==> config.mk <==
export PLATFORM = sky130hd
export DESIGN_NAME = bin_to_disp_enc
export DESIGN_NICKNAME = d
export VERILOG_FILES = /design/src/rtl/bin_to_disp_enc.sv
export SDC_FILE = /design/constraint.sdc
export NUM_CORES = 1
export LEC_CHECK = 0
export ABC_CLOCK_PERIOD_IN_PS = 3950
export BUFFER_PORTS_ARGS = -buffer_cell sky130_fd_sc_hd__buf_2
export CAP_MARGIN = 40
export CORE_MARGIN = 2
export CORE_UTILIZATION = 45
export CTS_CLUSTER_SIZE = 14
export DETAILED_ROUTE_END_ITERATION = 10
export PLACE_DENSITY = 0.68
export SKIP_LAST_GASP = 1
export SYNTH_ARGS = -nofsm -noshare
export SYNTH_HDL_FRONTEND = slang
export SYNTH_SLANG_ARGS = --single-unit
==> constraint.sdc <==
create_clock -name clk -period 3.95 [get_ports clk]
set_input_delay 0.395 -clock clk [delete_from_list [all_inputs] [get_ports clk]]
set_output_delay 0.395 -clock clk [all_outputs]
set_load 0.005 [all_outputs]
==> src/rtl/bin_to_disp_enc.sv <==
// Signed binary to display-symbol encoder: serial double-dabble, then one formatting cycle
// that applies leading-blank suppression, sign placement and an "Err" overflow pattern.
module bin_to_disp_enc #(
  parameter int WIDTH      = 12,
  parameter int NUM_DIGITS = 4
) (
  input  logic                    clk,
  input  logic                    rst,
  input  logic                    start,
  input  logic [WIDTH-1:0]        value,
  output logic                    busy,
  output logic                    done,
  output logic                    err,
  output logic [5*NUM_DIGITS-1:0] disp
);

  // Handshake: start is accepted on any rising edge where the FSM is IDLE; while busy it is
  // ignored. done is a one-cycle pulse marking the edge at which disp/err were updated.

  localparam int BCD_W = 4 * (NUM_DIGITS + 1);
  localparam int CNT_W = $clog2(WIDTH + 1);
  localparam int N_W   = $clog2(NUM_DIGITS + 3);

  localparam logic [4:0] SYM_E     = 5'd14;
  localparam logic [4:0] SYM_R     = 5'd20;
  localparam logic [4:0] SYM_NEG   = 5'd22;
  localparam logic [4:0] SYM_BLANK = 5'd23;

  typedef enum logic [1:0] {
    IDLE   = 2'd0,
    SHIFT  = 2'd1,
    FORMAT = 2'd2
  } state_t;

  state_t                  r_state;
  state_t                  w_next_state;
  logic                    r_neg;
  logic [WIDTH-1:0]        r_mag;
  logic [BCD_W-1:0]        r_bcd;
  logic [CNT_W-1:0]        r_cnt;
  logic                    r_done;
  logic                    r_err;
  logic [5*NUM_DIGITS-1:0] r_disp;

  logic [WIDTH-1:0]        w_mag_in;
  logic [BCD_W-1:0]        w_bcd_adj;
  logic [BCD_W-1:0]        w_bcd_sh;
  logic [WIDTH-1:0]        w_mag_sh;
  logic [N_W-1:0]          w_n;
  logic [N_W-1:0]          w_need;
  logic                    w_ovf;
  logic [5*NUM_DIGITS-1:0] w_disp_fmt;

  // Most negative input wraps to 2^(WIDTH-1), which is exactly the unsigned magnitude wanted.
  assign w_mag_in = value[WIDTH-1] ? ({WIDTH{1'b0}} - value) : value;

  always_comb begin
    w_bcd_adj = r_bcd;
    for (int d = 0; d <= NUM_DIGITS; d++) begin
      if (r_bcd[4*d +: 4] >= 4'd5) begin
        w_bcd_adj[4*d +: 4] = r_bcd[4*d +: 4] + 4'd3;
      end
    end
  end

  assign w_bcd_sh = {w_bcd_adj[BCD_W-2:0], r_mag[WIDTH-1]};
  assign w_mag_sh = {r_mag[WIDTH-2:0], 1'b0};

  always_comb begin
    w_n = N_W'(1);
    for (int d = 0; d <= NUM_DIGITS; d++) begin
      if (r_bcd[4*d +: 4] != 4'd0) begin
        w_n = N_W'(d + 1);
      end
    end
    w_need = w_n + {{(N_W-1){1'b0}}, r_neg};
    w_ovf  = (w_need > N_W'(NUM_DIGITS));
  end

  always_comb begin
    w_disp_fmt = {NUM_DIGITS{SYM_BLANK}};
    for (int p = 0; p < NUM_DIGITS; p++) begin
      if (w_ovf) begin
        if (p == 0 || p == 1) begin
          w_disp_fmt[5*p +: 5] = SYM_R;
        end else if (p == 2) begin
          w_disp_fmt[5*p +: 5] = SYM_E;
        end
      end else if (N_W'(p) < w_n) begin
        w_disp_fmt[5*p +: 5] = {1'b0, r_bcd[4*p +: 4]};
      end else if (N_W'(p) == w_n && r_neg) begin
        w_disp_fmt[5*p +: 5] = SYM_NEG;
      end
    end
  end

  always_ff @(posedge clk) begin
    if (rst) begin
      r_state <= IDLE;
    end else begin
      r_state <= w_next_state;
    end
  end

  always_comb begin
    w_next_state = r_state;
    case (r_state)
      IDLE:    if (start) w_next_state = SHIFT;
      SHIFT:   if (r_cnt == CNT_W'(1)) w_next_state = FORMAT;
      FORMAT:  w_next_state = IDLE;
      default: w_next_state = IDLE;
    endcase
  end

  always_ff @(posedge clk) begin
    if (rst) begin
      r_neg  <= 1'b0;
      r_mag  <= '0;
      r_bcd  <= '0;
      r_cnt  <= '0;
      r_done <= 1'b0;
      r_err  <= 1'b0;
      r_disp <= {NUM_DIGITS{SYM_BLANK}};
    end else begin
      r_done <= 1'b0;
      case (r_state)
        IDLE: begin
          if (start) begin
            r_neg <= value[WIDTH-1];
            r_mag <= w_mag_in;
            r_bcd <= '0;
            r_cnt <= CNT_W'(WIDTH);
          end
        end
        SHIFT: begin
          r_bcd <= w_bcd_sh;
          r_mag <= w_mag_sh;
          r_cnt <= r_cnt - CNT_W'(1);
        end
        FORMAT: begin
          r_disp <= w_disp_fmt;
          r_err  <= w_ovf;
          r_done <= 1'b1;
        end
        default: ;
      endcase
    end
  end

  assign busy = (r_state != IDLE);
  assign done = r_done;
  assign err  = r_err;
  assign disp = r_disp;

endmodule

==> reports/summary.md <==
Of all nets on the critical path, the largest fanout is 8. By area the synthesized netlist is led by dfxtp_1 41%, ha_1 7.2%, o21ai_0 4.4%. The logs give 0 for the number of max-slew violations in the final report and 46.8% for the initial core utilization. Counting flops and latches in the post-synthesis netlist gives 61.

For the unique cell type count in the Yosys netlist, the log shows 46. After floorplanning, the core was divided into 29 placement rows. The flow ran to the end, and the final reports show no timing, DRC or antenna violations. The detail route stage leaves a number of antenna-violating nets equal to 0. Counting I/O delays and the setup requirement, the final critical path takes 3180 ps.

The largest voltage drop on the vdd net is 268 uV, and the global-route wire length before repair is 10,700 um. The die outline width was 85.2 um; the combined flip-flop and latch cell area was 1220 um^2. The pre-antenna-repair detailed-routing pass consisted of 5 iterations.

Summed over all layers, the routed wires come to 6550 um. The detailed router placed 2,512 vias in this run. Traced cell by cell, the critical path runs through inv_1 > ha_1 > or3b_2 > nor2b_1 > o21ai_0 > ha_1 > ha_1 > or2_2 > and4_1 > or3_1 > o31ai_1.

The net count of the finished layout is 393. The congestion estimate from routability-driven global placement came to 0.765. Mean cell area of the mapped netlist: 9.11 um^2. The area enclosed by the die boundary is 7260 um^2.

Clock skew on the completed layout was measured at 5.78 ps. At the end of the flow the core is filled with cells to 52.9%. Number of levels the H-tree was split into: 3. For the initial antenna violation count, the log shows 0. The post-CTS setup repair buffer count came out at 0. For the final count of negative-setup-slack endpoints, the log shows 0.

Summed over all layers, the global routing overflow is 0. In the global route stage, overall resource usage came out at 18.8%. Input and output buffers added on the ports amount to 37. TritonCTS built the clock tree. 0 antenna diodes ended up in the layout. Among cell families on the critical path, the largest total delay comes from simple AND/OR/NAND/NOR gates.

Proportion of netlist area held by the largest area contributor: 41.1%. For this run, the leading register cell type out of synthesis is dfxtp_1. The library cell contributing the largest single delay on the critical path is or3b_2. The proportion of synthesized chip area in sequential cells is 41.1%, and the clock latency reported for the late side of the worst-skew pair is 330 ps. Aggregate negative setup slack: 0 ps. The count of unresolved DRC violations after routing was 0. The vertical extent of the die was 85.2 um; the maximum number of pins on one net before global-route repair was 34.

The run gives 0 as the hold buffer count at CTS. Clock tree synthesis found a total of 61 sinks. The tools report the number of cells produced by synthesis as 326. The detail-routed net length per standard cell came out at 14.8 um. Pin placement for this block handled 38 I/O pins. Dividing total power by cell area gives a power density of 369 nW/um^2. The tools report the tightest slew margin relative to the limit as 38.9%. The max-cap violation count was 0; the number of buffer and inverter stages on the critical path was 1.

The clock transition at the registers of the reported paths is 60 ps. The final clock period utilization by the worst path is 80.5%, and the achievable clock frequency is 0.315 GHz. dfxtp_1 takes more of the synthesized area than any other cell.

Data arrival time of the critical path: 3430 ps. Setup repair after global routing left no endpoint under its margin. In this run, the number of DRC markers left after iteration 0 of detailed routing was 187. The hold violation total from the final report came out at 0. The number of gates resized after CTS was 0. The fraction of layout instances using a drive strength above 1 is 16.1%, and the warning count from the yosys run is 0. The static leakage was 1.37 nW; the number of global-route vias before repair was 2,256. STA classifies the critical path endpoint as a flip-flop. The tree is rooted in a clkbuf_8. The number of nets in the synthesized netlist is 358. The area growth from synthesis to layout came out at 13.1%.

The cell occurring most often along the worst timing path was ha_1. Clock tree synthesis inserted a total of 9 buffers. The filler cell count in the final layout is 589, and the number of synthesized flops with an enable pin is 0. The class of the most critical hold timing path is in2reg.

The transition time of the tightest slew-check pin is 914 ps, and the required time at the endpoint of the critical path is 4200 ps. The longest clock path from root to sink contains 2 buffers. The floorplan core area is 6350 um^2, and the post-synth design cell area is 2970 um^2. The critical path class was reg2reg. The tools report the area of the multi-input gates as 1630 um^2. The type of element launching the critical path is a flip-flop. Placed wire-length estimate after detailed placement: 4650 um. Counting flops with an async set or reset pin after synthesis yields a share of 0%. The via density per instance was 5.67; the peak per-stage delay on the critical path was 530 ps.
per-layer routing:
metal  track usage [%]  vias up  routed length, um
met1              26.2     1162               3270
met2              27.8       77               2790
met4              9.09        0                122
met3              3.89       11                359
met5                 0        -                  0
li1                  -     1262                  -
cells in the final DEF, fill, tap and decap left out, types with 6 or more instances in the layout:
cell / netlist / routed
a21oi_1: 17 / 17
a22oi_1: 7 / 7
buf_2: 0 / 37
clkbuf_8: 0 / 9
dfxtp_1: 61 / 61
ha_1: 17 / 17
inv_1: 14 / 14
mux2i_1: 7 / 7
nand2_1: 19 / 19
nand2b_1: 14 / 14
nor2_1: 17 / 17
nor3_1: 8 / 8
o21ai_0: 26 / 26
o22ai_1: 11 / 11
o31ai_1: 9 / 9
xnor2_1: 6 / 6
xor2_1: 11 / 11
report_power, final:
part,switching [mW],internal (mW)
registers,0.0166,0.639
logic,0.0836,0.0516
clock network,0.220,0.227
flip-flops by register name, summed over array words and instances, names as in the netlist:
name     flops
r_state      2
r_neg        1
r_bcd       20
err          1
r_cnt        4
disp        20
done         1
r_mag       12
layout make-up:
cell class / count / share of cell area (%)
Tap cell: 77 / 2.87
Multi-Input combinational cell: 235 / 48.5
Sequential cell: 61 / 36.4
Clock inverter: 2 / 0.298
Inverter: 14 / 1.56
Clock buffer: 14 / 4.25
Timing Repair Buffer: 40 / 6.18
cell usage after synthesis, drive strengths merged, types with 2 or more instances:
master and n:
ha 17, o31ai 9, o41ai 2, o21ai 26, xor2 11, nand2 19, o211ai 2, xnor2 6
a211oi 2, nor2 17, o32ai 3, clkbuf 15, a22oi 7, a32o 5, nor3 8, o22ai 11
a21oi 17, or3b 5, nor4 2, and3 3, a22o 5, nand2b 14, dfxtp 61, inv 14
or2 2, o21a 2, mux2i 7, a221o 2, nand3 5, nand3b 3, nor3b 6, nor2b 3
or3 5
through the flow:
step	setup slack (ps)	hold WS (ps)	area, um^2	power [mW]	instances
after global routing	522	386	3360	1.30	443
final	770	360	3360	1.24	443
after floorplan	945	425	2970	0.759	326
after CTS	773	357	3360	1.25	443
after detailed placement	789	436	3210	0.803	427
after global placement	858	428	3200	0.799	426
worst reg2reg max path, delay by kind of cell (launching register included):
family | cells | cell delay, ps
buffers and inverters | 1 | 120
adder cells (fa/ha/maj) | 3 | 720
AND/OR/NAND/NOR | 5 | 1580
flip-flops | 1 | 340
AO/OA/AOI/OAI | 2 | 340
cells by family after synthesis:
| family | share of synthesized area (%) |
|---|---|
| AOI/OAI and AO/OA | 22.0 |
| xor gates and xnor gates | 5.01 |
| adders and majority gates | 7.16 |
| buffers and inverters | 4.05 |
| DFF | 41.1 |
| muxes | 2.36 |
| and+or+nand+nor | 18.2 |
worst paths after layout:
path         startpoint       end  slack [ps]  cells after the start
max            r_bcd[8]  disp[10]         770                     11
min            value[0]  r_mag[0]         360                      3
max reg2reg    r_bcd[8]  disp[10]         770                     11
min reg2reg    disp[19]  disp[19]         440                      2
No activity file was read; power rests on OpenSTA's default activity.
